===== config.mk =====
export PLATFORM = sky130hd
export DESIGN_NAME = instr_fetch_unit
export DESIGN_NICKNAME = d
export VERILOG_FILES = /design/src/rtl/pipeline_pkg.sv /design/src/rtl/instr_fetch_unit_sync_fifo.sv /design/src/rtl/instr_fetch_unit.sv
export SDC_FILE = /design/constraint.sdc
export NUM_CORES = 1
export LEC_CHECK = 0
export CAP_MARGIN = 40
export CORE_MARGIN = 2
export CORE_UTILIZATION = 55
export DETAILED_ROUTE_END_ITERATION = 8
export GPL_TIMING_DRIVEN = 0
export PLACE_DENSITY = 0.78
export SETUP_SLACK_MARGIN = 0.1
export SLEW_MARGIN = 30
export SYNTH_ARGS = -nofsm -noshare
export SYNTH_HDL_FRONTEND = slang
export SYNTH_SLANG_ARGS = --single-unit

===== constraint.sdc =====
create_clock -name clk -period 5 [get_ports clk]
set_clock_uncertainty 0.1 [all_clocks]
set_input_delay 1 -clock clk [delete_from_list [all_inputs] [get_ports clk]]
set_output_delay 1 -clock clk [all_outputs]
set_load 0.1 [all_outputs]

===== src/rtl/pipeline_pkg.sv =====
// Shared fetch-stage types and constants.
package pipeline_pkg;

    localparam int unsigned     XLEN             = 32;
    localparam logic [XLEN-1:0] RESET_PC_DEFAULT = '0;
    localparam logic [31:0]     NOP_INSTR        = 32'h0000_0013;

    typedef struct packed {
        logic [XLEN-1:0] pc;
        logic [31:0]     instr;
    } fetch_entry_t;

endpackage


===== src/rtl/instr_fetch_unit_sync_fifo.sv =====
// Registered synchronous FIFO with flush; head is read straight from storage (no bypass).
module sync_fifo #(
    parameter int unsigned WIDTH = 8,
    parameter int unsigned DEPTH = 4
) (
    input  logic                     clk,
    input  logic                     rst_n,
    input  logic                     push,
    input  logic [WIDTH-1:0]         wdata,
    input  logic                     pop,
    input  logic                     flush,
    output logic [WIDTH-1:0]         rdata,
    output logic [$clog2(DEPTH):0]   count,
    output logic                     full,
    output logic                     empty
);

    localparam int unsigned AW = $clog2(DEPTH);

    logic [WIDTH-1:0] mem_q [DEPTH];
    logic [WIDTH-1:0] mem_d [DEPTH];
    logic [AW-1:0]    wr_ptr_q, wr_ptr_d;
    logic [AW-1:0]    rd_ptr_q, rd_ptr_d;
    logic [AW:0]      count_q, count_d;
    logic             do_push, do_pop;

    always_comb begin
        full    = (count_q == (AW+1)'(DEPTH));
        empty   = (count_q == '0);
        count   = count_q;
        rdata   = mem_q[rd_ptr_q];
        do_pop  = pop && !empty;
        do_push = push && (!full || do_pop);
    end

    always_comb begin
        mem_d    = mem_q;
        wr_ptr_d = wr_ptr_q;
        rd_ptr_d = rd_ptr_q;
        count_d  = count_q;
        if (flush) begin
            wr_ptr_d = '0;
            rd_ptr_d = '0;
            count_d  = '0;
        end else begin
            if (do_push) begin
                mem_d[wr_ptr_q] = wdata;
                wr_ptr_d        = wr_ptr_q + 1'b1;
            end
            if (do_pop) begin
                rd_ptr_d = rd_ptr_q + 1'b1;
            end
            count_d = count_q + (AW+1)'(do_push) - (AW+1)'(do_pop);
        end
    end

    always_ff @(posedge clk) begin
        if (!rst_n) begin
            mem_q    <= '{default: '0};
            wr_ptr_q <= '0;
            rd_ptr_q <= '0;
            count_q  <= '0;
        end else begin
            mem_q    <= mem_d;
            wr_ptr_q <= wr_ptr_d;
            rd_ptr_q <= rd_ptr_d;
            count_q  <= count_d;
        end
    end

endmodule


===== src/rtl/instr_fetch_unit.sv =====
// Fetch stage: PC ownership, credit-limited imem requests, wrong-path response dropping.
module instr_fetch_unit
    import pipeline_pkg::*;
#(
    parameter int unsigned     XLEN     = pipeline_pkg::XLEN,
    parameter logic [XLEN-1:0] RESET_PC = RESET_PC_DEFAULT,
    parameter int unsigned     DEPTH    = 4
) (
    input  logic            clk,
    input  logic            rst_n,
    output logic            imem_req_valid,
    input  logic            imem_req_ready,
    output logic [XLEN-1:0] imem_req_addr,
    input  logic            imem_rsp_valid,
    input  logic [31:0]     imem_rsp_data,
    input  logic            redirect_valid,
    input  logic [XLEN-1:0] redirect_pc,
    output logic            id_valid,
    input  logic            id_ready,
    output logic [31:0]     id_instr,
    output logic [XLEN-1:0] id_pc,
    output logic [XLEN-1:0] id_pc_plus4
);

    localparam int unsigned CW = $clog2(DEPTH) + 1;

    logic [XLEN-1:0] pc_q, pc_d;
    logic [CW-1:0]   outstanding_q, outstanding_d;
    logic [CW-1:0]   drop_cnt_q, drop_cnt_d;

    logic            accept, id_pop, rsp_keep, rsp_drop;
    logic [CW:0]     credits_used;

    logic [XLEN-1:0] pcq_head;
    logic [CW-1:0]   pcq_count;
    logic            pcq_full, pcq_empty;

    logic [XLEN+31:0] ifq_head;
    logic [CW-1:0]    ifq_count;
    logic             ifq_full, ifq_empty;

    logic unused_bits;

    always_comb begin
        id_pop       = id_valid && id_ready;
        credits_used = {1'b0, outstanding_q} + {1'b0, drop_cnt_q} + {1'b0, ifq_count}
                     - (CW+1)'(id_pop);
        imem_req_valid = rst_n && !redirect_valid && (credits_used < (CW+1)'(DEPTH));
        imem_req_addr  = pc_q;
        accept         = imem_req_valid && imem_req_ready;
        rsp_drop       = imem_rsp_valid && (drop_cnt_q != '0);
        rsp_keep       = imem_rsp_valid && (drop_cnt_q == '0);
    end

    always_comb begin
        id_valid    = !ifq_empty;
        id_instr    = id_valid ? ifq_head[31:0]      : NOP_INSTR;
        id_pc       = id_valid ? ifq_head[XLEN+31:32] : '0;
        id_pc_plus4 = id_pc + XLEN'(4);
    end

    // On redirect every in-flight request, including any response arriving now, becomes a drop.
    always_comb begin
        pc_d          = pc_q;
        outstanding_d = outstanding_q;
        drop_cnt_d    = drop_cnt_q;
        if (redirect_valid) begin
            pc_d          = {redirect_pc[XLEN-1:2], 2'b00};
            outstanding_d = '0;
            drop_cnt_d    = drop_cnt_q + outstanding_q + CW'(accept) - CW'(imem_rsp_valid);
        end else begin
            if (accept) begin
                pc_d = pc_q + XLEN'(4);
            end
            outstanding_d = outstanding_q + CW'(accept) - CW'(rsp_keep);
            drop_cnt_d    = drop_cnt_q - CW'(rsp_drop);
        end
    end

    always_ff @(posedge clk) begin
        if (!rst_n) begin
            pc_q          <= RESET_PC;
            outstanding_q <= '0;
            drop_cnt_q    <= '0;
        end else begin
            pc_q          <= pc_d;
            outstanding_q <= outstanding_d;
            drop_cnt_q    <= drop_cnt_d;
        end
    end

    sync_fifo #(.WIDTH(XLEN), .DEPTH(DEPTH)) u_pc_queue (
        .clk   (clk),
        .rst_n (rst_n),
        .push  (accept),
        .wdata (pc_q),
        .pop   (rsp_keep),
        .flush (redirect_valid),
        .rdata (pcq_head),
        .count (pcq_count),
        .full  (pcq_full),
        .empty (pcq_empty)
    );

    sync_fifo #(.WIDTH(XLEN + 32), .DEPTH(DEPTH)) u_instr_fifo (
        .clk   (clk),
        .rst_n (rst_n),
        .push  (rsp_keep && !redirect_valid),
        .wdata ({pcq_head, imem_rsp_data}),
        .pop   (id_pop),
        .flush (redirect_valid),
        .rdata (ifq_head),
        .count (ifq_count),
        .full  (ifq_full),
        .empty (ifq_empty)
    );

    assign unused_bits = ^{pcq_count, pcq_full, pcq_empty, ifq_full, redirect_pc[1:0]};

endmodule


# Yosys cells after proc, flatten, opt, wreduce, memory -nomap -nowiden
# Index checks and enable logic that the tools add are counted.
[word_totals]
input_bits = 70
wordCells = 97
reg_bits = 436
out_inout_bits = 130
[classes]
bitwise = 6
order_cmp = 7
add_sub_neg = 19
n_reduce_logical = 28
n_eq_ne = 2
n_mux = 17
[op_table]
columns = ["operator", "count"]
rows = [
  ["256-bit bitwise mux", 1],
  ["32-bit 2-to-1 mux", 7],
  ["64-bit 2-to-1 mux", 3],
  ["64-bit binary-select mux with 2-bit select", 1],
  ["128-bit bitwise mux", 1],
  ["64-bit demux with 2-bit select", 1],
  ["32-bit by 3-bit adder with 32-bit output, second input constant", 2],
  ["32-bit binary-select mux with 2-bit select", 1],
  ["32-bit demux with 2-bit select", 1],
  ["3-bit by 1-bit subtractor with 3-bit output", 5],
  ["1-bit logical AND", 13],
  ["3-bit by 1-bit adder with 3-bit output", 4],
  ["3-bit greater-or-equal comparator, second input constant", 4],
  ["2-bit NOT with 3-bit output", 4],
  ["3-bit zero test", 3],
  ["2-bit by 1-bit adder with 2-bit output, second input constant", 4],
  ["3-bit == test, second input constant", 2],
  ["3-bit by 1-bit < comparator with 1-bit output, second input constant", 2],
  ["1-bit zero test", 5],
  ["3-bit by 3-bit adder with 4-bit output", 1],
  ["4-bit by 3-bit adder with 4-bit output", 1],
  ["4-bit by 3-bit < comparator with 1-bit output, second input constant", 1],
  ["2-bit AND reduction", 2],
  ["4-bit by 1-bit subtractor with 4-bit output", 1],
  ["7 further kinds", 9],
]

# Depth between registers and ports, before layout
# Gate-level depths: netlist of run 1.
[depth]
word_depth = 10
mapped_depth = 20
ltp_nobuf = 18

# By module
# A second synthesis of run 1 with hierarchy kept.
[hier_totals]
hier_cells = 2038
hier_area_um2 = 20774.9
[by_module_without_submodules]
columns = ["mod", "instances", "seq_area_each_um2", "area_each_um2", "cells_per_inst"]
rows = [
  ["sync_fifo at u_instr_fifo", 1, 5265.0, 11353.4, 1022],
  ["sync_fifo at u_pc_queue", 1, 2702.6, 5901.9, 535],
  ["instr_fetch_unit", 1, 720.7, 3519.6, 481],
]

# Worst setup path after synthesis of run 1
# No wires, ideal clock.
[synth_path]
path_type = "register to output"
start = "register u_instr_fifo.count_q[1] (netlist: u_instr_fifo.count[1])"
end = "output id_pc_plus4[24]"
path_stages_with_launch = 13
t_arrival_ps = 6541
required_ps = 3900
path_slack_ps = -2641
path_buffers = 2
path_cell_list = "dfxtp_1 nor3_1 inv_1 clkbuf_1 clkbuf_1 nand2_1 inv_1 ha_1 nand4_2 nor4_4 nand4_4 nor3_2 xor2_1"
[synth_between]
elab_chain_len = 3
[synth_rtl]
columns = ["item", "line", "rtl"]
rows = [
  ["start, declared", "instr_fetch_unit_sync_fifo.sv:24", "logic [AW:0] count_q, count_d;"],
  ["start signal, assigned", "instr_fetch_unit_sync_fifo.sv:67", "count_q <= count_d;"],
  ["3-bit zero test", "instr_fetch_unit_sync_fifo.sv:29", "empty = (count_q == '0);"],
  ["32-bit 2-to-1 mux", "instr_fetch_unit.sv:58", "id_pc = id_valid ? ifq_head[XLEN+31:32] : '0;"],
  ["via id_pc[2]", "instr_fetch_unit.sv:21", "output logic [XLEN-1:0] id_pc,"],
  ["32-bit by 3-bit adder with 32-bit output", "instr_fetch_unit.sv:59", "id_pc_plus4 = id_pc + XLEN'(4);"],
  ["end, declared", "instr_fetch_unit.sv:22", "output logic [XLEN-1:0] id_pc_plus4"],
]
# The timed path passes the listed nets, and every way through them passes these cells.

# Worst setup path after layout of run 1
[layout_path]
start = "register u_instr_fifo.rd_ptr_q[1]"
end = "output id_instr[24]"
[layout_between]
elab_chain_len = 5
[layout_rtl]
columns = ["item", "line", "rtl"]
rows = [
  ["start, declared", "instr_fetch_unit_sync_fifo.sv:23", "logic [AW-1:0] rd_ptr_q, rd_ptr_d;"],
  ["start signal, assigned", "instr_fetch_unit_sync_fifo.sv:66", "rd_ptr_q <= rd_ptr_d;"],
  ["2-bit NOT with 3-bit output (implied by the code)", "instr_fetch_unit_sync_fifo.sv:31", "rdata = mem_q[rd_ptr_q];"],
  ["64-bit binary-select mux with 2-bit select", "instr_fetch_unit_sync_fifo.sv:31", ""],
  ["64-bit 2-to-1 mux (implied by the code) (2 in series)", "instr_fetch_unit_sync_fifo.sv:31", ""],
  ["32-bit 2-to-1 mux", "instr_fetch_unit.sv:57", "id_instr = id_valid ? ifq_head[31:0] : NOP_INSTR;"],
  ["end, declared", "instr_fetch_unit.sv:20", "output logic [31:0] id_instr,"],
]
# Every way passes these cells. The select of a mux whose other input is x is not followed.

==> metrics.md, run 1 <==
| Metric | Value |
|---|---|
| Finished Layout Cells | 3,084 |
| Total gr overflow | 0 |
| WL per Instance | a little over 20 um |
| Switch share | ~29% |
| Crit. End Element | primary output |
| First-pass GRT wire length | a little under 100,000 um |
| Main area contributors after synthesis | dfxtp_1, nand2_1, mux4_2 |
| Die area | between 30,000 and 40,000 um2 |
| Root Buffer Master | clkbuf_16 |
| M1 GR Usage | 41.2% |
| WS Path Type | flip-flop to primary output |
| DRC | 0 |
| Hold WC Path Type | flip-flop to flip-flop |
| Logic pwr share | approximately 18% |
| Post-synth EDFFs | 0 |
| M2 GR Usage | 58.7% |
| Crit-path cells | buf_4, buf_4, buf_2, buf_2, buf_2, mux4_2, and2_1, clkdlybuf4s50_1, buf_8 |
| Hold slack | 0.353 ns |
| Clock group share of total power | between 40% and 50% |
| Sequential cell area fraction in the yosys report | a little over two fifths |
| Worst Path Arrival | between 3 and 4 ns |
| Clock sink count | 418 |
| Combinational family with the most area after synthesis | simple AND/OR/NAND/NOR gates |
| Relative contribution of sequential cells to total power | approximately two fifths |
| Worst skew pair latency | ~0.55 ns |
| Dpl hpwl | about 45,000 um |
| Max_slew headroom | 41.9% |
| CP Buf/Inv Count | 7 |
| Sw power | 2.49 mW |
| Post-Synthesis Cells | 2,214 |
| Routability cong. | 0.908 |
| Via count | 18,300 |
| Initial Util | 56.0% |
| CP delay by family, top | buffers and inverters |
| Synth Area in Adders | under 10% |
| Area leader, netlist | dfxtp_1 |
| Max Fclk | 204 MHz |
| Library cells used by synthesis | 57 |
| Hold Fails Final Rpt | 0 |
| Area grow syn2layout | 34.1% |
| Die height | about 190 um |
| Maxcap violations | 0 |
| DRT Pass-1 Iters | 9 |
| Die Width | 192 um |
| Top_reg_cell synth | dfxtp_1 |
| Yosys warns | 0 |
| Average cell area after synthesis | between 8 and 9 um2 |
| Nets | ~2,700 |
| Via density | about 5.9 |
| P per Cell Area | between 300 and 400 nW/um2 |
| Top-level port count | 200 |
| H-tree depth | 2 |
| Slew at the pin closest to its max-slew limit | roughly 0.87 ns |
| Initial drt markers | 1,691 |
| Worst-path clk slew | approximately 0.06 ns |
| Max incr delay on CP | ~0.57 ns |
| Final setup viols | 0 |
| PortBufs | 190 |
| Layout cell share with drive strength beyond 1 | 16.1% |
| RSZ-0062 raised after global routing | true |
| #FFs+latches synth | about 420 |
| Leak | just over 10 nW |
| TritonCTS clock tree | built |
| Clock tree buffer depth | 3 |
| GRT Resource Usage Total | about a third |
| Routed WL | 63,500 um |
| Final Cycle Share | a little over nine tenths |
| Core footprint | about 35,000 um2 |
| Yosys top cell area share | around 43% |
| Minimum clock period | a little under 5 ns |
| Fraction of registers with async set/reset | 0% |
| Worst path required time | 3.90 ns |
| Outcome | finished clean |
| Inst Count DP | approximately 3,000 |
| CP max stage cell | clkdlybuf4s50_1 |
| Peak supply drop | roughly 0.26 mV |
| Syn Std Cell Area | a little under 20,000 um2 |
| Gr busiest metal | met2 |
| Met3 GRT Util | around 5.4% |
| Synth Area in Simple Gates | approximately 20% |
| Post-DRT Antenna Nets | 0 |
| Critical Path Most Common Cell | buf_2 |
| Xor/xnor share of the synthesized area | under 10% |
| Initial antenna violation count | 0 |
| Internal | around 6.2 mW |
| Vias in the first global route | between 15,000 and 20,000 |
| Rows | 68 |
| CTS Hold Bufs | 0 |
| Compound-Gate Fraction of Synth Area | 9.42% |
| Critical Path Fanout Max | 10 |
| Post-synthesis mux area share | between 10% and 20% |
| Total CTS buffers | 45 |
| Max-slew violations | 0 |
| Largest net degree at the start of global routing | 14 |
| Startpoint Class | flip-flop |
| Antenna cells | 0 |
## cells by family (layout without fill, tap and decap cells)
family | after synthesis | count (layout)
adder cells (fa/ha/maj) | 32 | 32
other | 1 | 6
buffers and inverters | 220 | 630
multiplexers | 224 | 224
AO/OA/AOI/OAI | 344 | 344
XOR/XNOR | 49 | 49
flip-flops | 418 | 418
AND/OR/NAND/NOR | 926 | 926
## cells in the mapped netlist, types with 16 or more instances
cell type and n:
xnor2_1 27, nor2_1 177, a21oi_1 280, mux4_2 96, mux2i_1 125, clkbuf_1 137
nor3_1 16, nand2_1 578, o21ai_0 22, inv_1 38, dfxtp_1 418, xor2_1 21
ha_1 24, nand3_1 27, and2_1 61, and3_1 16, buf_2 28
## path summary, 6_finish.rpt
check                            from                       to  slack (ns)  depth (start not counted)
max          u_instr_fifo.rd_ptr_q[1]             id_instr[24]        0.11                          9
min           u_instr_fifo.mem_q[121]  u_instr_fifo.mem_q[121]        0.35                          2
max reg2reg     u_instr_fifo.count[0]         outstanding_q[2]        0.31                         20
min reg2reg   u_instr_fifo.mem_q[121]  u_instr_fifo.mem_q[121]        0.35                          2
## layout make-up
cell class                      count  area, um2
Inverter                           39        153
Buffer                            181        840
Tap cell                          455        569
Clock inverter                     16        219
Timing Repair Buffer              328       4040
Multi-Input combinational cell   1581      10500
Fill cell                        2257       8650
Sequential cell                   418       8370
Clock buffer                       66       1410
## worst min-delay path: stages (launching register included)
cell     delay (ns)
dfxtp_1        0.30
nand2_1        0.05
a21oi_1        0.05
## state kept, by name, summed over array words and instances (netlist names)
name and count:
drop_cnt_q 3, imem_req_addr 30, outstanding_q 3, u_instr_fifo.count 3
u_instr_fifo.mem_q 248, u_instr_fifo.rd_ptr_q 2, u_instr_fifo.wr_ptr_q 2, u_pc_queue.count 3
u_pc_queue.mem_q 120, u_pc_queue.rd_ptr_q 2, u_pc_queue.wr_ptr_q 2
## power groups by stage
stage	combinational, mW	clock, mW	sequential, mW
floorplan	0.873	0	3.67
global placement	1.38	0	3.55
detailed placement	1.54	0	3.56
CTS	1.58	3.61	3.49
global route	1.70	3.75	3.50
finish	1.61	3.60	3.49
## stage by stage
step                total power, mW  TNS, ns  instance area (um2)  utilization (%)  worst slack, ns
detailed placement             5.10   -80.84                24200             69.7            -1.08
global route                   8.95        0                26100             75.1           0.0821
finish                         8.70        0                26100             75.1            0.108
CTS                            8.67        0                26000             74.8           0.0947
floorplan                      4.54        0                19700                -           0.0348
global placement               4.93   -62.79                22200             63.9           -0.890
## cells in the final DEF (no fill, tap or decap), types with 23 or more instances in the layout
cell type	Yosys	final
buf_2	28	25
a21oi_1	280	280
ha_1	24	23
nand2_1	578	577
and2_1	61	59
clkdlybuf4s50_1	0	184
buf_4	9	25
nor2_1	177	170
inv_1	38	36
clkbuf_16	0	48
buf_8	0	107
dfxtp_1	418	416
nand3_1	27	27
mux4_2	96	98
clkbuf_1	137	135
mux2i_1	125	125
## what timing repair did
item | 4_1_cts | 5_1_grt
cloned | 0 | 0
gates resized for setup | 27 | 28
buffers inserted | 11 | 5
setup endpoints to repair | 214 | 39
pin swaps | 7 | 7
## per-layer routing
| metal | vias up | wire length [um] |
|---|---|---|
| met5 | - | 0 |
| met4 | 0 | 3220 |
| met3 | 258 | 5760 |
| met2 | 1113 | 31000 |
| met1 | 8732 | 23500 |
| li1 | 8246 | - |
Power figures use the tool's default switching activity.
==> run 2: changes to the inputs <==
--- a/config.mk
+++ b/config.mk
@@ -12,6 +12,7 @@
 export GPL_TIMING_DRIVEN = 0
 export PLACE_DENSITY = 0.78
 export SETUP_SLACK_MARGIN = 0.1
+export SKIP_CTS_REPAIR_TIMING = 1
 export SLEW_MARGIN = 30
 export SYNTH_ARGS = -nofsm -noshare
 export SYNTH_HDL_FRONTEND = slang
==> run 2 against run 1 <==
Sequential power hardly changed. Critical path depth is 5 higher. Clock power hardly changed. Routed wire length is 0.71% lower. Cell count stayed put. Sequential share of layout area hardly changed. Flip-flop and latch count stayed put. Highest routed layer unchanged. Cell area hardly changed.
==> metrics.md, run 2 (same netlist as run 1, synthesis figures left out) <==
| Metric | Value |
|---|---|
| GRT Resource Usage Total | between 30% and 40% |
| Slew at the pin closest to its max-slew limit | between 0.8 and 0.9 ns |
| Initial Util | a little under three fifths |
| TritonCTS clock tree | built |
| Via density | approximately 6 |
| Antenna cells | 0 |
| Top-level port count | 200 |
| Startpoint Class | flip-flop |
| P per Cell Area | 333 nW/um2 |
| DRT Pass-1 Iters | 7 |
| RSZ-0062 raised after global routing | true |
| Die area | 36,900 um2 |
| Vias in the first global route | 18,500 |
| Post-DRT Antenna Nets | 0 |
| Area grow syn2layout | 34.0% |
| Worst Path Arrival | approximately 3.8 ns |
| Gr busiest metal | met2 |
| Pre-CTS setup slack | -1.08 ns |
| Most common cell after layout, fill and taps aside | nand2_1 |
| Final setup viols | 0 |
| DRC | 0 |
| WS Path Type | flip-flop to primary output |
| Nets | 2,696 |
| Final Power | between 8 and 9 mW |
| Peak supply drop | 0.262 mV |
| Met3 GRT Util | between 5 and 6% |
| Routability cong. | 0.908 |
| Critical Path Fanout Max | 10 |
| Root Buffer Master | clkbuf_16 |
| Max incr delay on CP | ~0.57 ns |
| Leak | 10.1 nW |
| M1 GR Usage | about two fifths |
| Maxcap violations | 0 |
| Die height | between 150 and 200 um |
| Clock tree buffer depth | 3 |
| Worst skew pair latency | between 0.5 and 0.6 ns |
| Max_slew headroom | 43.3% |
| Worst path required time | 3.90 ns |
| Routed WL | between 60,000 and 70,000 um |
| Initial drt markers | ~1,500 |
| Rows | 68 |
| H-tree depth | 2 |
| Initial antenna violation count | 0 |
| Via count | roughly 18,000 |
| CP max stage cell | clkdlybuf4s50_1 |
| Clock sink count | ~420 |
| Most frequent cells in the layout | nand2_1, dfxtp_1, a21oi_1, clkdlybuf4s50_1, nor2_1 |
| Max Fclk | 204 MHz |
| Max-slew violations | 0 |
| Crit-path cells | buf_6, buf_6, buf_8, buf_6, buf_6, nand3_1, o21ai_0, o21ai_1, nor3_2, buf_4, nand2_1, xnor2_2, clkdlybuf4s50_1, buf_8 |
| Dpl hpwl | about 45,000 um |
| Total gr overflow | 0 |
| Hold Fails Final Rpt | 0 |
| Crit. End Element | primary output |
| Outcome | finished clean |
| Worst-path clk slew | ~0.060 ns |
| Final Cycle Share | a little over nine tenths |
| Die Width | between 150 and 200 um |
| Critical Path Most Common Cell | buf_6 |
| Minimum clock period | 4.90 ns |
| Biggest register | u_instr_fifo.mem_q |
| Largest net degree at the start of global routing | 14 |
| Post-Place Cell Area | between 20,000 and 25,000 um2 |
| WL per Instance | around 20 um |
| First-pass GRT wire length | approximately 97,000 um |
| PortBufs | 190 |
| Cell area after layout | ~26,000 um2 |
| M2 GR Usage | between 50% and 60% |
| Total CTS buffers | 45 |
| Hold WC Path Type | flip-flop to flip-flop |
| PnR worst setup slack | approximately 0.1 ns |
| Core footprint | 34,700 um2 |
| Max FFs per register | ~250 |
| Layout cell share with drive strength beyond 1 | between 15 and 20% |
-- run 2: cell types whose count changed in the layout (fill, tap and decap cells not counted), sizes merged --
cell and change:
clkdlybuf4s50 +1, clkbuf +1, buf -2
-- run 2: layout make-up --
class | count | area (um2)
buffer | 181 | 832
timing repair buffer | 328 | 4040
inverter | 39 | 153
fill | 2257 | 8660
clock inverter | 16 | 219
clock buffer | 66 | 1410
multi-input combinational | 1581 | 10500
sequential | 418 | 8370
tap | 455 | 569
-- run 2: worst paths after layout --
| path | to | from | cells past startpoint | slack [ns] |
|---|---|---|---|---|
| hold / removal | u_instr_fifo.mem_q[121] | u_instr_fifo.mem_q[121] | 2 | 0.35 |
| hold reg to reg | u_instr_fifo.mem_q[121] | u_instr_fifo.mem_q[121] | 2 | 0.35 |
| setup / recovery | id_pc_plus4[23] | u_instr_fifo.rd_ptr_q[0] | 14 | 0.1 |
| setup reg to reg | outstanding_q[2] | u_instr_fifo.count[1] | 20 | 0.16 |
-- run 2: report_power, final --
part           switching (mW)  total, mW  internal (mW)
combinational            1.01       1.59          0.582
clock                    1.39       3.60           2.21
sequential             0.0748       3.49           3.42
total                    2.47       8.68           6.21
-- run 2: through the flow --
stage | utilization, % | hold slack [ns] | setup TNS (ns) | std cells
floorplan | - | 0.332 | 0 | 2219
global placement | 63.9 | 0.338 | -62.79 | 2864
detailed placement | 69.7 | 0.346 | -80.84 | 2989
CTS | 74.3 | 0.354 | -93.77 | 3071
global route | 75.1 | 0.363 | -0.0428 | 3084
finish | 75.1 | 0.355 | 0 | 3084
-- run 2: routing by layer --
| layer | part of all wire, % | vias up |
|---|---|---|
| met5 | 0 | - |
| met1 | 37 | 8633 |
| li1 | - | 8261 |
| met3 | 9.5 | 255 |
| met4 | 5.1 | 0 |
| met2 | 49 | 1099 |
-- run 2: worst max-delay path: cells and delay by family (launching register included) --
kind | cells | cell delay (ns)
AOI/OAI and AO/OA | 2 | 0.32
xor gates and xnor gates | 1 | 0.21
buffers and inverters | 8 | 1.85
DFF | 1 | 0.33
and+or+nand+nor | 3 | 0.53
==> run 3: changes to the inputs <==
==> constraint.sdc (replaced) <==
create_clock -name clk -period 4.7 [get_ports clk]
set_clock_uncertainty 0.1 [all_clocks]
set_input_delay 0.94 -clock clk [delete_from_list [all_inputs] [get_ports clk]]
set_output_delay 0.94 -clock clk [all_outputs]
set_load 0.1 [all_outputs]
==> run 3 against run 2 <==
Via count about the same. Critical endpoint is now id_pc_plus4[26]. Power up 2.2%. Non-clock buffer count down 1. First-iteration DRC count down 4.0%.
==> metrics.md, run 3 (same netlist as run 1, synthesis figures left out) <==
| Metric | Value |
|---|---|
| DRT Pass-1 Iters | 6 |
| M1 GR Usage | roughly 40% |
| FF+latch area | roughly 8400 um2 |
| Routed WL | 63,000 um |
| Final Core Density | 75.0% |
| DRC | 0 |
| TritonCTS clock tree | built |
| Slew at the pin closest to its max-slew limit | approximately 0.84 ns |
| Crit. End Element | primary output |
| Total CTS buffers | 43 |
| Total gr overflow | 0 |
| Clock tree buffer depth | 3 |
| Worst-path clk slew | about 0.060 ns |
| Most common cell after layout, fill and taps aside | nand2_1 |
| Finished Layout Cells | 3,078 |
| Outcome | finished clean |
| Worst hold path endpoint | u_instr_fifo.mem_q[189] |
| Root Buffer Master | clkbuf_16 |
| Worst R2R Setup Slack | 0.15 ns |
| Die height | about 190 um |
| Post-DRT Antenna Nets | 0 |
| Via density | roughly 6 |
| Setup_tns | 0 ns |
| Logic pwr share | around a fifth |
| M2 GR Usage | between 50% and 60% |
| WL per Instance | 20.5 um |
| Met3 GRT Util | between 6 and 7% |
| Relative contribution of sequential cells to total power | a little over two fifths |
| Most frequent cells in the layout | nand2_1, dfxtp_1, a21oi_1, clkdlybuf4s50_1, nor2_1 |
| Die Width | between 150 and 200 um |
| Clock group share of total power | a little under two fifths |
| Clock sink count | about 420 |
| Via count | about 18,000 |
| Final Power | 8.87 mW |
| Inst Count DP | around 3,000 |
| Leak | a little over 10 nW |
| PortBufs | between 150 and 200 |
| RR Startpoint | u_instr_fifo.count[1] |
| Post-Place Cell Area | roughly 24,000 um2 |
| Worst Reg2Reg Path Length in Cells | 19 |
| Largest net degree at the start of global routing | 15 |
| GRT Resource Usage Total | approximately 33% |
| Origin of the worst setup path | u_instr_fifo.rd_ptr_q[0] |
| Hold WC Path Type | flip-flop to flip-flop |
| WS Path Type | flip-flop to primary output |
| RSZ-0062 raised after global routing | true |
| Initial Util | approximately 56% |
| Die area | around 37,000 um2 |
| Cell area after layout | roughly 26,000 um2 |
| Maxcap violations | 0 |
| Routability cong. | a little over 0.9 |
| Dpl hpwl | 45,500 um |
| Critical Path Fanout Max | 6 |
| Hold slack | approximately 0.35 ns |
| Max FFs per register | 248 |
| Core footprint | around 35,000 um2 |
| Area grow syn2layout | 34.0% |
| R2R Path End | u_pc_queue.count[2] |
| Hold Fails Final Rpt | 0 |
| Vias in the first global route | 18,500 |
| Worst Path Arrival | roughly 3.6 ns |
| Final Cycle Share | 98.9% |
| Multi-input gate area | around 11,000 um2 |
| Internal | between 6 and 7 mW |
| Biggest register | u_instr_fifo.mem_q |
| Startpoint Class | flip-flop |
| Antenna cells | 0 |
| Max_slew headroom | a little over two fifths |
| Final setup viols | 0 |
| P per Cell Area | around 340 nW/um2 |
| Max-slew violations | 0 |
| Worst skew pair latency | 0.54 ns |
| Gr busiest metal | met2 |
| Pre-CTS setup slack | -1.12 ns |
| Initial drt markers | 1,471 |
| Rows | 68 |
| Worst path required time | approximately 3.7 ns |
| Max Fclk | about 220 MHz |
| Sw power | 2.59 mW |
| Nets | about 2,700 |
| Layout cell share with drive strength beyond 1 | between 10% and 20% |
| Minimum clock period | about 4.6 ns |
| Layout fillers | 2,331 |
| Switch share | between 20% and 30% |
| Hold Startpoint | u_instr_fifo.mem_q[189] |
| Peak supply drop | ~0.32 mV |
| PnR worst setup slack | slightly above 0.05 ns |
| Top-level port count | 200 |
| Hold Path Depth | 2 |
| H-tree depth | 2 |
| First-pass GRT wire length | 96,600 um |
| Initial antenna violation count | 0 |
run 3: cell types whose count changed in the layout (fill, tap and decap cells not counted), moves of 5 or more:
cell / change
clkdlybuf4s50_1: -11
fa_1: -5
buf_12: +8
buf_6: +8
clkbuf_1: +8
fa_2: +5
buf_2: -9
run 3: critical path, stage by stage (launching register included):
cell and delay, ns:
dfxtp_1 0.32, buf_6 0.14, mux4_2 0.38, and2_2 0.20, ha_4 0.17, nand4_4 0.14, nor4_4 0.24, buf_4 0.19
nand4_4 0.22, nor2_4 0.21, xnor2_4 0.13, clkdlybuf4s50_1 0.53, buf_8 0.20
run 3: power by group through the flow:
stage	clock network (mW)	registers [mW]	logic, mW
detailed placement	0	3.79	1.65
global placement	0	3.78	1.47
global route	3.54	3.72	1.88
floorplan	0	3.90	0.933
finish	3.39	3.72	1.77
CTS	3.39	3.71	1.66
run 3: worst max path at each step:
stage                                  end  slack (ns)  cells past startpoint
final                      id_pc_plus4[26]        0.05                     12
after global routing       id_pc_plus4[26]       -0.09                     13
after CTS                   imem_req_valid       -1.14                     14
after detailed placement  outstanding_q[2]       -1.12                     18
after global placement    outstanding_q[2]       -0.95                     18
after floorplan            id_pc_plus4[24]        0.01                     12
run 3: area by class of cell:
class / count / share of cell area, %
plain buffers: 181 / 3.45
clock buffers: 68 / 5.08
clock inverters: 9 / 0.288
inverters: 39 / 0.596
multi-input cells: 1581 / 40.7
flip-flops and latches: 418 / 32.2
well taps: 455 / 2.19
repair buffers: 327 / 15.5
run 3: layer usage:
| metal | wire [um] | part of all wire [%] |
|---|---|---|
| met5 | 0 | 0 |
| met3 | 5960 | 9.5 |
| met4 | 2730 | 4.3 |
| met2 | 31100 | 49 |
| met1 | 23100 | 37 |
